`config.mk`:
```
export PLATFORM = sky130hd
export DESIGN_NAME = updown_bcd_counter_flat
export DESIGN_NICKNAME = d
export VERILOG_FILES = /design/src/rtl/updown_bcd_counter_if.sv /design/src/rtl/updown_bcd_counter.sv /design/src/flat_wrapper.sv
export SDC_FILE = /design/constraint.sdc
export NUM_CORES = 1
export LEC_CHECK = 0
export CORE_MARGIN = 10
export CORE_UTILIZATION = 61
export DETAILED_ROUTE_END_ITERATION = 6
export DONT_BUFFER_PORTS = 1
export PLACE_DENSITY = 0.84
export SYNTH_ARGS = -nofsm -noshare
export SYNTH_HDL_FRONTEND = slang
export SYNTH_SLANG_ARGS = --single-unit
export TNS_END_PERCENT = 50
```
`constraint.sdc`:
```
create_clock -name clk -period 3.4 [get_ports clk]
set_input_delay 0.34 -clock clk [delete_from_list [all_inputs] [get_ports clk]]
set_output_delay 0.34 -clock clk [all_outputs]
set_load 0.02 [all_outputs]
```
`src/rtl/updown_bcd_counter_if.sv`:
```
// updown_bcd_counter_if: step requests in, binary and BCD count out.
// Signals: plus, minus (requests); count[6:0] (binary); bcd[7:0] (two digits).
interface updown_bcd_counter_if;
  logic       plus;
  logic       minus;
  logic [6:0] count;
  logic [7:0] bcd;

  modport master (
    output plus,
    output minus,
    input  count,
    input  bcd
  );

  modport slave (
    input  plus,
    input  minus,
    output count,
    output bcd
  );
endinterface

```
`src/rtl/updown_bcd_counter.sv`:
```
// updown_bcd_counter: edge-triggered 0..MAX_COUNT up/down counter with a
// registered two-digit BCD view (bcd lags count by one cycle).
// Ports: clk, resetn (sync, active-low), bus (slave: plus, minus -> count, bcd).
// Build option: UPDOWN_BCD_SATURATE_EN saturates at 0/MAX_COUNT instead of wrapping.
module updown_bcd_counter #(
  parameter int MAX_COUNT = 99
) (
  input  logic                  clk,
  input  logic                  resetn,
  updown_bcd_counter_if.slave   bus
);

  localparam logic [6:0] MAXC = 7'(MAX_COUNT);

  logic       plus_q;
  logic       minus_q;
  logic [6:0] count_q;
  logic [7:0] bcd_q;
  logic       inc;
  logic       dec;
  logic [6:0] count_d;
  logic [3:0] tens;
  logic [3:0] ones;

  assign inc = bus.plus & ~plus_q;
  assign dec = bus.minus & ~minus_q;

  always_comb begin
    count_d = count_q;
    unique case (1'b1)
      inc && !dec: begin
        if (count_q == MAXC) begin
`ifdef UPDOWN_BCD_SATURATE_EN
          count_d = MAXC;
`else
          count_d = '0;
`endif
        end else begin
          count_d = count_q + 7'd1;
        end
      end
      dec && !inc: begin
        if (count_q == '0) begin
`ifdef UPDOWN_BCD_SATURATE_EN
          count_d = '0;
`else
          count_d = MAXC;
`endif
        end else begin
          count_d = count_q - 7'd1;
        end
      end
      default: count_d = count_q;
    endcase
  end

  // Tens digit by threshold compare; the ones digit is 0..9, so the low
  // nibble of (count - 10*tens) taken mod 16 is already exact.
  always_comb begin
    tens = '0;
    for (int i = 1; i <= 9; i++) begin
      if (count_q >= 7'(10 * i)) tens = 4'(i);
    end
    ones = count_q[3:0] - (tens * 4'd10);
  end

  always_ff @(posedge clk) begin
    if (!resetn) begin
      plus_q  <= 1'b0;
      minus_q <= 1'b0;
      count_q <= '0;
      bcd_q   <= '0;
    end else begin
      plus_q  <= bus.plus;
      minus_q <= bus.minus;
      count_q <= count_d;
      bcd_q   <= {tens, ones};
    end
  end

  assign bus.count = count_q;
  assign bus.bcd   = bcd_q;

endmodule

```
`src/flat_wrapper.sv`:
```
// flat-port wrapper written by rule: the top's interface ports become plain ports
module updown_bcd_counter_flat 
#(
  parameter int MAX_COUNT = 99
)
  (clk, resetn, bus_plus, bus_minus, bus_count, bus_bcd);
  updown_bcd_counter_if bus_i ();
  input  logic clk;
  input  logic resetn;
  input wire logic [$bits(bus_i.plus)-1:0] bus_plus;
  input wire logic [$bits(bus_i.minus)-1:0] bus_minus;
  output wire logic [$bits(bus_i.count)-1:0] bus_count;
  output wire logic [$bits(bus_i.bcd)-1:0] bus_bcd;
  assign bus_i.plus = bus_plus;
  assign bus_i.minus = bus_minus;
  assign bus_count = bus_i.count;
  assign bus_bcd = bus_i.bcd;
  updown_bcd_counter #(.MAX_COUNT(MAX_COUNT)) u_core (.clk(clk), .resetn(resetn), .bus(bus_i));
endmodule
```
After elaboration in Yosys (flattened, before gate mapping)
Cells that the tools add are included.
{ "word_totals": {"ff_bits": 17, "latchBits": 0, "mem_bits_rw": 0, "rom_bits": 0, "output_inout_bits": 15, "mem_count": 0} }
{ "op_classes": {"addsub": 3, "multipliers": 1, "div": 0, "magnitude_cmp": 9, "n_eq_ne": 1, "shift": 0, "mux": 12, "bitwise_logic": 4, "n_reduce_logical": 6} }
{ "ops": {"columns": ["op", "n"], "rows": [
  ["$ge A7 B6 Y1 const B", 3],
  ["$ge A7 B7 Y1 const B", 3],
  ["$ge A7 B5 Y1 const B", 2],
  ["$mux W7", 2],
  ["$pmux W7 S2", 1],
  ["$mux W3", 4],
  ["$mux W4", 2],
  ["$add A7 B1 Y7 const B", 1],
  ["$eq A7 B7 Y1 const B", 1],
  ["$ge A7 B4 Y1 const B", 1],
  ["$logic_not A7 Y1", 1],
  ["$sub A7 B1 Y7 const B", 1],
  ["$mul A4 B3 Y3 const B", 1],
  ["$mux W2", 2],
  ["$sub A4 B4 Y4", 1],
  ["$and A1 B1 Y1", 2],
  ["$logic_and A1 B1 Y1", 2],
  ["$logic_not A1 Y1", 2],
  ["$not A1 Y1", 2],
  ["$reduce_bool A2 Y1", 1],
  ["$mux W1", 1]
]} }

Depth between registers and ports, before layout
Gate-level depths: netlist of the first run.
{ "logic_depth": {"depth_word": 12, "mapped_depth": 11, "ltp_nobuf": 10} }

Least setup slack after synthesis of the first run
No wires, ideal clock.
{ "synth_path": {"kind": "flip-flop to flip-flop", "start": "register u_core.count_q[3], in the netlist u_core.bus.count[3]", "end": "register u_core.bcd_q[3], in the netlist u_core.bus.bcd[3]", "setup_ns": 0.072, "arrival_time_ns": 2.567, "required_ns": 3.328, "path_slack_ns": 0.761, "stages_incl_launch_ff": 12, "path_buffers": 2, "period_less_slack_ns": 2.639, "cell_sequence": "dfxtp_1 -> buf_2 -> clkbuf_1 -> mux2i_1 -> o32ai_1 -> nor3_1 -> o21a_1 -> ha_1 -> fa_1 -> o21a_1 -> or3_1 -> mux2i_1"} }
{ "synth_between": {"elab_chain_len": 12} }
{ "synth_rtl": {"columns": ["item", "line", "rtl"], "rows": [
  ["from (decl)", "updown_bcd_counter.sv:17", "logic [6:0] count_q;"],
  ["from (signal assigned)", "updown_bcd_counter.sv:76", "count_q <= count_d;"],
  ["$ge A7 B4 Y1", "updown_bcd_counter.sv:62", "if (count_q >= 7'(10 * i)) tens = 4'(i);"],
  ["$mux W1", "updown_bcd_counter.sv:62", null],
  ["$mux W2 (2 in a row)", "updown_bcd_counter.sv:62", null],
  ["$mux W3 (4 in a row)", "updown_bcd_counter.sv:62", null],
  ["$mux W4", "updown_bcd_counter.sv:62", null],
  ["$mux W4 *", "updown_bcd_counter.sv:62", null],
  ["via u_core.tens[0]", "updown_bcd_counter.sv:22", "logic [3:0] tens;"],
  ["$mul A4 B3 Y3 *", "updown_bcd_counter.sv:64", "ones = count_q[3:0] - (tens * 4'd10);"],
  ["$sub A4 B4 Y4 *", "updown_bcd_counter.sv:64", null],
  ["to (signal assigned)", "updown_bcd_counter.sv:77", "bcd_q <= {tens, ones};"],
  ["to (decl)", "updown_bcd_counter.sv:18", "logic [7:0] bcd_q;"]
]} }
Mark *: on every way through the listed nets, which the timed path passes. The rest lies on a longest branch.
A chain may end at the register's enable or synchronous reset.

Worst setup path after layout of the first run
{ "layout_path": {"start": "register u_core.count_q[0], in the netlist u_core.bus.count[0]", "end": "register u_core.bcd_q[3], in the netlist u_core.bus.bcd[3]"} }
Same word-level chain as after synthesis.

==> results of run 1 <==
## flip-flops by register name, indices dropped and copies added, names as in the netlist
register,count
u_core.bus.bcd,8
u_core.bus.count,7
u_core.minus_q,1
u_core.plus_q,1
## power groups by stage
stage / Clock, mW / Sequential [mW] / Combinational (mW)
final: 0.112 / 0.275 / 0.176
after global routing: 0.125 / 0.280 / 0.202
after CTS: 0.116 / 0.277 / 0.173
after detailed placement: 0 / 0.281 / 0.173
after global placement: 0 / 0.281 / 0.168
after floorplan: 0 / 0.267 / 0.156
## cell type report
cell class,instances,area (sq um)
clock buffers,4,26.3
fillers,162,603
well taps,25,31.3
flip-flops and latches,17,340
inverters,10,37.5
repair buffers,3,22.5
multi-input cells,100,666
## routing by layer
| metal | share of wire | wire [um] | GRT usage |
|---|---|---|---|
| met3 | 0.12 | 311 | 0.0412 |
| met1 | 0.40 | 1000 | 0.164 |
| met4 | 0.023 | 57 | 0.0419 |
| met5 | 0 | 0 | 0 |
| met2 | 0.45 | 1120 | 0.209 |
## cells in the final DEF, fill, tap and decap left out, drive strengths merged, types with 2 or more instances in the layout
| master | synthesis | layout |
|---|---|---|
| a211oi | 3 | 3 |
| a21oi | 9 | 9 |
| a311oi | 2 | 2 |
| a31oi | 8 | 8 |
| and2 | 3 | 3 |
| and3 | 2 | 2 |
| buf | 5 | 3 |
| clkbuf | 7 | 4 |
| dfxtp | 17 | 17 |
| ha | 6 | 6 |
| inv | 10 | 10 |
| mux2i | 3 | 3 |
| nand2 | 5 | 5 |
| nand2b | 4 | 4 |
| nand3 | 3 | 3 |
| nand4 | 2 | 2 |
| nor2 | 10 | 10 |
| nor2b | 2 | 2 |
| nor3 | 10 | 10 |
| o211ai | 3 | 3 |
| o21a | 3 | 3 |
| o21ai | 5 | 5 |
| o31ai | 2 | 2 |
| or3 | 3 | 3 |
## cells by family after synthesis
kind of cell	synth area share
xor+xnor	0.0159
fa+ha+maj	0.0862
flops	0.308
simple gates	0.234
mux	0.0272
buf+inv	0.0884
compound gates	0.240
## final timing paths
kind / to / slack, ps / depth (start not counted)
max: u_core.bus.bcd[3] / 620 / 10
min: u_core.plus_q / 150 / 1
max reg2reg: u_core.bus.bcd[3] / 620 / 10
min reg2reg: u_core.bus.bcd[6] / 700 / 2
## through the flow
step	instance area [sq um]	hold slack (ps)	utilization
3_3_place_gp	1100	467	0.636
5_1_grt	1120	152	0.651
6_report	1120	154	0.651
2_1_floorplan	1100	462	-
4_1_cts	1120	153	0.651
3_5_place_dp	1100	468	0.636
==> reports/qor.csv, run 1 <==
stage,metric,value,unit
yosys,syn_inst,139,
yosys,yosysWarnings,0,
yosys,syn_nets,150,
sta,setup_viol,0,
yosys,netlist_top_cells_area,"dfxtp_1, ha_1, a31oi_1",
power,power_density,502,nW/um^2
worst_setup_path,cpPeakStageDelay,620,ps
die,initial_core_util,0.639,
die,die_h,62.5,um
power,p_sw_frac,0.394,
power,total_power,564,uW
worst_setup_path,worstPathArrival,3020,ps
die,coreArea,1730,sq um
power,p_sw,222,uW
die,fp-row-count,15,
worst_setup_path,cpMaxStageDelayCell,dfxtp_1,
yosys,synth_common_cells,"dfxtp_1, nor2_1, nor3_1",
power,p_seq_frac,0.489,
yosys,synth_area_leader_cell,dfxtp_1,
yosys,yosysMostFrequentCell,dfxtp_1,
sta,fin_crit,2780,ps
clock_tree,numCtsBuffers,3,
placed_design,place_ws,634,ps
sta,worst_slack,618,ps
sta,slew_violations,0,
sta,hold_viol_final,0,
cells_and_area,nNetsFinal,146,
sta,rsz0062_at_grt,false,
worst_setup_path,cp_top_family,adder cells,
sta,fin_tns_setup,0,ps
cells_and_area,fin_cells,159,
yosys,ys.flop_type,dfxtp_1,
worst_setup_path,startpoint_type,register,
clock_tree,clock_latency,300,ps
yosys,syn-cell-area,1100,sq um
worst_setup_path,worst-setup-path-type,register to register,
yosys,async_flop_share,0,
placed_design,port_buffers,0,
die,die_x,62.5,um
cells_and_area,syn_to_final_growth,1.81,%
outcome,status,completed,
routing,drtIter0Drc,74,
cells_and_area,antennaDiodeCount,0,
sta,max_freq,0.359,GHz
routing,wirelength,2.50,mm
min_path,min_path_type,input pin to register,
worst_setup_path,cp-end-kind,register,
power,irDropWorstVdd,0.330,mV
clock_tree,cts_repair_resize_count,0,
routing,dr.pass1.iters,4,
worst_setup_path,r2r_start,u_core.bus.count[0],
yosys,ys_seq_elements,17,
clock_tree,clockBufferDepth,2,
global_route,grt_pass1_wl,4.47,mm
clock_tree,htree_levels,1,
routing,drc_errors,0,
routing,dr_total_vias,1030,
sta,worst_pin_slew,627,ps
placed_design,dp_cells,155,
clock_tree,cts.sinks,17,
yosys,synthDistinctLibCells,40,
min_path,min_from,bus_plus,
die,die_area,3910,sq um
power,comb_power_share,0.312,
sta,fin_worst_skew,6.92,ps
global_route,antenna_found_initial,0,
yosys,synth_edf_count,0,
clock_tree,cts_root_buf,clkbuf_4,
routing,viasPerCell,6.48,
yosys,yosysTopAreaCellShare,0.308,
cells_and_area,drive_above_1_share,0.0597,
routing,antenna_left,0,
worst_setup_path,cp.required,3630,ps
global_route,grt_use_total,0.131,
yosys,avgSynthCellArea,7.94,sq um
clock_tree,cts_hold_buffers,0,
worst_setup_path,critical_path.max_fanout,9,
clock_tree,cts_tree,done,
yosys,ys_seq_area_frac,0.308,
clock_tree,cts_setup_buffers,0,
sta,post-route-period-util,0.818,
power,power_frac_clock,0.199,
die,num_io_pins,19,
placed_design,gp_congestion,0.830,
clock_tree,clk_pin_slew,100,ps
global_route,grt-ovfl-total,0,
job,max_cap_viol_count,0,
worst_setup_path,cp_num_buf_inv,1,
placed_design,dp_hpwl,1.86,mm
global_route,grt_max_degree,16,
worst_setup_path,cp_cell_sequence,inv_1 -> ha_1 -> o31ai_1 -> o2111ai_1 -> o21a_1 -> ha_1 -> fa_1 -> o21a_1 -> or3_1 -> mux2i_1,
routing,wire_per_inst,15.7,um
power,p_int,342,uW
sta,slew-limit-headroom,0.581,
power,power_leakage,0.407,nW
worst_setup_path,startpoint,u_core.bus.count[0],
global_route,first_global_vias,935,
Power figures use the tool's default switching activity.
==> run 2, diff against run 1 <==
Settings changed: ABC_AREA set to 1.
Clock period 3.4 ns to 2.9 ns, I/O delays scaled along.
==> run 2 against run 1 <==
  * Die area rose by 1.6%
  * Sequential power rose by 24%
  * Sequential share of layout area fell by 1.6 points
  * Clock skew rose by 4.2 ps
  * Worst hold slack got worse by 82 ps
  * Critical endpoint unchanged
  * Largest power group is now combinational logic
  * Highest routed layer unchanged
==> reports/qor.csv, run 2 <==
stage,metric,value,unit
clock_tree,clockBufferDepth,2,
worst_setup_path,startpoint_type,register,
worst_setup_path,worstPathArrival,2750,ps
min_path,min_path_type,input pin to register,
worst_setup_path,worst-setup-path-type,register to register,
power,comb_power_share,0.417,
global_route,first_global_vias,1071,
global_route,grt_pass1_wl,4.59,mm
worst_setup_path,cp-end-kind,register,
sta,fin_tns_setup,0,ps
job,max_cap_viol_count,0,
global_route,grt-ovfl-total,0,
yosys,syn-cell-area,1130,sq um
power,irDropWorstVdd,0.371,mV
placed_design,dp_cells,185,
die,num_io_pins,19,
cells_and_area,largest_reg_flops,8,
yosys,synth_common_cells,"nand2_1, inv_1, dfxtp_1",
cells_and_area,seqCellArea,340,sq um
yosys,ys.flop_type,dfxtp_1,
power,total_power,826,uW
die,die_h,63.0,um
worst_setup_path,cpPeakStageDelay,530,ps
clock_tree,cts_hold_buffers,0,
die,fp-row-count,15,
power,power_frac_clock,0.171,
yosys,avgSynthCellArea,7.11,sq um
clock_tree,cts.sinks,17,
placed_design,gp_congestion,0.916,
power,p_int,456,uW
die,die_x,63.0,um
die,coreArea,1750,sq um
cells_and_area,antennaDiodeCount,0,
worst_setup_path,cpMaxStageDelayCell,dfxtp_1,
cells_and_area,multi_input_area,632,sq um
sta,hold_viol_final,0,
clock_tree,cts_root_buf,clkbuf_4,
routing,wire_per_inst,14.8,um
routing,wirelength,2.79,mm
sta,rsz0062_at_grt,false,
routing,dr_total_vias,1078,
worst_setup_path,cp_common_cell,nand2_1,
routing,dr.pass1.iters,4,
yosys,synth_area_leader_cell,dfxtp_1,
sta,setup_viol,0,
yosys,yosysMostFrequentCell,nand2_1,
routing,viasPerCell,5.70,
outcome,status,completed,
yosys,async_flop_share,0,
yosys,syn_nets,170,
cells_and_area,drive_above_1_share,0.159,
power,power_leakage,0.635,nW
worst_setup_path,cp_cell_sequence,nor2_2 -> nor2_2 -> nor2_1 -> nand2_1 -> nand2_1 -> nand2_1 -> nand2_1 -> nand2_1 -> nand2_1 -> nand2_2 -> nand2_2 -> ha_1 -> fa_1 -> xor2_1 -> xor2_1 -> inv_2 -> nor2_1 -> nor2_2,
die,die_area,3970,sq um
cells_and_area,syn_to_final_growth,5.09,%
clock_tree,cts_repair_resize_count,0,
sta,slew_violations,0,
power,power_density,696,nW/um^2
yosys,synth_edf_count,0,
yosys,ys_seq_area_frac,0.301,
clock_tree,cts_tree,done,
worst_setup_path,critical_path.max_fanout,8,
yosys,ys_seq_elements,17,
global_route,grt_use_total,0.140,
cells_and_area,nNetsFinal,176,
sta,max_freq,0.394,GHz
clock_tree,clock_latency,310,ps
power,p_sw_frac,0.449,
placed_design,port_buffers,0,
cells_and_area,layout_common_cells,"nand2_1, inv_1, dfxtp_1, nor2_1, o21ai_0",
cells_and_area,fillCellCount,160,
die,initial_core_util,0.647,
sta,fin_crit,2540,ps
clock_tree,htree_levels,1,
power,p_sw,371,uW
cells_and_area,fin_cells,189,
sta,post-route-period-util,0.875,
global_route,antenna_found_initial,0,
sta,worst_pin_slew,341,ps
sta,fin_worst_skew,11.1,ps
sta,slew-limit-headroom,0.773,
clock_tree,cts_setup_buffers,0,
clock_tree,numCtsBuffers,3,
routing,drc_errors,0,
routing,antenna_left,0,
routing,drtIter0Drc,54,
yosys,synthDistinctLibCells,31,
clock_tree,clk_pin_slew,100,ps
yosys,netlist_top_cells_area,"dfxtp_1, nand2_1, xor2_1",
yosys,yosysWarnings,0,
global_route,grt_max_degree,11,
placed_design,dp_hpwl,2.18,mm
yosys,yosysTopAreaCellShare,0.301,
yosys,syn_inst,159,
power,p_seq_frac,0.412,
cells_and_area,mostFrequentLayoutCell,nand2_1,
worst_setup_path,cp.required,3110,ps
==> run 2: kinds of logic (layout without fill, tap and decap cells) <==
group | after synthesis | count (layout) | share of synthesized area
xor+xnor | 10 | 10 | 0.0775
compound gates | 31 | 31 | 0.161
buf+inv | 33 | 38 | 0.140
fa+ha+maj | 7 | 7 | 0.0842
flops | 17 | 17 | 0.301
simple gates | 61 | 61 | 0.237
==> run 2: power by group through the flow <==
stage | registers, mW | logic [mW] | clock network, mW
2_1_floorplan | 0.350 | 0.265 | 0
4_1_cts | 0.343 | 0.343 | 0.138
5_1_grt | 0.347 | 0.385 | 0.150
6_report | 0.341 | 0.344 | 0.141
3_5_place_dp | 0.349 | 0.341 | 0
3_3_place_gp | 0.348 | 0.326 | 0
==> run 2: metal layers <==
| layer | routed length (um) | global-route usage |
|---|---|---|
| met1 | 1020 | 0.137 |
| met2 | 1410 | 0.247 |
| met3 | 264 | 0.0466 |
| met4 | 95 | 0.0866 |
| met5 | 0 | 0 |
==> run 2: worst paths after layout <==
path / endpoint / cells past startpoint / start / slack (ps)
worst max-delay path: u_core.bus.bcd[3] / 18 / u_core.bus.count[3] / 360
worst min-delay path: u_core.plus_q / 2 / bus_plus / 70
worst max register to register: u_core.bus.bcd[3] / 18 / u_core.bus.count[3] / 360
worst min register to register: u_core.bus.bcd[0] / 3 / u_core.bus.count[0] / 660
==> run 2: worst max-delay path, delay by kind of cell (launching register included) <==
kind	cells	cell delay, ps
xor+xnor	2	350
fa+ha+maj	2	600
buf+inv	1	50
flops	1	530
simple gates	13	910
==> run 2: layout make-up <==
class	count	share of cell area
multi-input cells	109	0.532
flip-flops and latches	17	0.287
inverters	27	0.0875
repair buffers	7	0.0443
well taps	25	0.0263
clock buffers	3	0.0190
clock inverters	1	0.00421
==> run 2: stage by stage <==
step	instance area, sq um	setup WS, ps	util	hold slack (ps)
2_1_floorplan	1130	467	-	383
3_5_place_dp	1160	406	0.665	390
3_3_place_gp	1160	503	0.665	388
6_report	1190	362	0.680	71.8
4_1_cts	1190	373	0.680	75.3
5_1_grt	1190	142	0.680	71.7
==> run 3, diff against run 2 <==
Settings changed: CELL_PAD_IN_SITES_DETAIL_PLACEMENT set to 1, CELL_PAD_IN_SITES_GLOBAL_PLACEMENT set to 1, CORE_UTILIZATION 61 to 44.
==> run 3 against run 2 <==
  * Clock power shrank 4%
  * Clock skew down 9.4 ps
  * Critical endpoint unchanged
  * Worst setup slack worse by 16 ps
  * Highest routed layer unchanged
  * Count of clock-buffer cells in the layout stayed put
  * Non-clock buffer count fell by 1
  * Sequential share of layout area grew 0.18 points
  * Register-to-register slack worse by 20 ps
==> reports/qor.csv, run 3 (synthesis gave the netlist of run 2 again) <==
stage,metric,value,unit
die,die_x,70.7,um
cells_and_area,drive_above_1_share,0.166,
cells_and_area,largest_reg_flops,8,
cells_and_area,nNetsFinal,175,
min_path,min_from,bus_plus,
power,power_leakage,0.631,nW
sta,fin_worst_skew,1.65,ps
worst_setup_path,cpMaxStageDelayCell,dfxtp_1,
clock_tree,cts_root_buf,clkbuf_4,
cells_and_area,syn_to_final_growth,5.20,%
sta,rsz0062_at_grt,false,
routing,wire_per_inst,15.9,um
global_route,antenna_found_initial,0,
clock_tree,htree_levels,1,
cells_and_area,mostFrequentLayoutCell,nand2_1,
sta,post-route-period-util,0.880,
cells_and_area,layout_common_cells,"nand2_1, inv_1, nor2_1, dfxtp_1, o21ai_0",
global_route,grt_max_degree,11,
worst_setup_path,cp_common_cell,nand2_1,
power,irDropWorstVdd,0.399,mV
outcome,status,completed,
worst_setup_path,startpoint_type,register,
routing,viasPerCell,5.39,
clock_tree,numCtsBuffers,3,
clock_tree,clockBufferDepth,2,
cells_and_area,fillCellCount,333,
cells_and_area,final_cell_area,1190,sq um
placed_design,port_buffers,0,
worst_setup_path,cpPeakStageDelay,430,ps
cells_and_area,antennaDiodeCount,0,
min_path,hold_path_depth,2,
worst_setup_path,rr_worst_depth,19,
clock_tree,cts_tree,done,
worst_setup_path,startpoint,u_core.bus.count[1],
worst_setup_path,r2r_slack,350,ps
sta,worst_pin_slew,421,ps
routing,drtIter0Drc,30,
routing,dr.pass1.iters,4,
clock_tree,cts_repair_resize_count,0,
die,coreArea,2450,sq um
worst_setup_path,cp.required,3110,ps
global_route,grt-ovfl-total,0,
sta,slew-limit-headroom,0.719,
sta,fin_crit,2550,ps
routing,drc_errors,0,
power,power_density,691,nW/um^2
clock_tree,clock_latency,300,ps
sta,fin_tns_setup,0,ps
worst_setup_path,critical_path.max_fanout,5,
routing,antenna_left,0,
die,fp-row-count,18,
clock_tree,cts.sinks,17,
placed_design,placed_area,1160,sq um
worst_setup_path,worstPathArrival,2760,ps
die,initial_core_util,0.460,
worst_setup_path,r2r_start,u_core.bus.count[1],
clock_tree,cts_hold_buffers,0,
power,total_power,821,uW
global_route,grt_use_total,0.123,
routing,wirelength,3.07,mm
worst_setup_path,cp-end-kind,register,
worst_setup_path,cp_cell_sequence,inv_1 -> nand2_1 -> nand2_1 -> nand2_1 -> nand2_1 -> nand2_1 -> nand2_1 -> nand2_1 -> nand2_1 -> nand2_1 -> nand2_2 -> nand2_2 -> ha_1 -> fa_1 -> xor2_1 -> xor2_1 -> inv_2 -> nor2_1 -> nor2_2,
placed_design,dp_hpwl,2.40,mm
sta,max_freq,0.392,GHz
clock_tree,clk_pin_slew,110,ps
global_route,grt_pass1_wl,5.11,mm
sta,setup_viol,0,
job,max_cap_viol_count,0,
die,die_h,70.7,um
sta,hold_viol_final,0,
sta,slew_violations,0,
min_path,min_path_type,input pin to register,
die,num_io_pins,19,
worst_setup_path,worst-setup-path-type,register to register,
min_path,whs_endpoint,u_core.plus_q,
routing,dr_total_vias,1041,
global_route,first_global_vias,1090,
worst_setup_path,r2r-end,u_core.bus.bcd[3],
clock_tree,cts_setup_buffers,0,
placed_design,gp_congestion,0.916,
die,die_area,4990,sq um
## run 3: cell count changes in the layout (fill, tap and decap cells not counted), sizes merged
cell	before	now
buf	7	6
## run 3: worst max-delay path by stage
| stage | endpoint | depth (start not counted) | slack (ps) |
|---|---|---|---|
| floorplan | u_core.bus.bcd[3] | 15 | 470 |
| global placement | u_core.bus.bcd[3] | 18 | 290 |
| detailed placement | u_core.bus.bcd[3] | 18 | 190 |
| CTS | u_core.bus.bcd[3] | 18 | 160 |
| global route | u_core.bus.bcd[3] | 19 | 20 |
| finish | u_core.bus.bcd[3] | 19 | 350 |
## run 3: final cells by class
type                            count  area (sq um)  share of cell area
Timing Repair Buffer                6          45.0              0.0379
Clock buffer                        3          22.5              0.0189
Multi-Input combinational cell    109           632               0.532
Sequential cell                    17           343               0.288
Inverter                           27           104              0.0874
Tap cell                           30          37.5              0.0316
Clock inverter                      1          5.00             0.00421
## run 3: where the power goes
group / switching, mW / internal [mW]
Clock: 0.0847 / 0.0515
Combinational: 0.216 / 0.124
Sequential: 0.0676 / 0.277
Total: 0.369 / 0.453
## run 3: critical path: cells and delay by family, from the launching register on
kind                       cells  cell delay [ps]
DFF                            1              430
and+or+nand+nor               13              890
adders and majority gates      2              590
buffers and inverters          2              170
xor gates and xnor gates       2              360
## run 3: layer usage
metal  global-route usage  vias up  part of all wire
met4               0.0452        0             0.021
met3               0.0460        7             0.053
met1                0.124      503              0.41
li1                     -      511                 -
met2                0.225       20              0.51
met5                    0        -                 0
## run 3: stage by stage
stage / std cells / utilization / worst slack [ps] / hold slack (ps)
6_report: 193 / 0.484 / 347 / 77.2
5_1_grt: 193 / 0.484 / 21.2 / 84.9
4_1_cts: 193 / 0.483 / 161 / 78.8
3_5_place_dp: 189 / 0.472 / 186 / 397
3_3_place_gp: 189 / 0.472 / 292 / 387
2_1_floorplan: 159 / - / 467 / 383
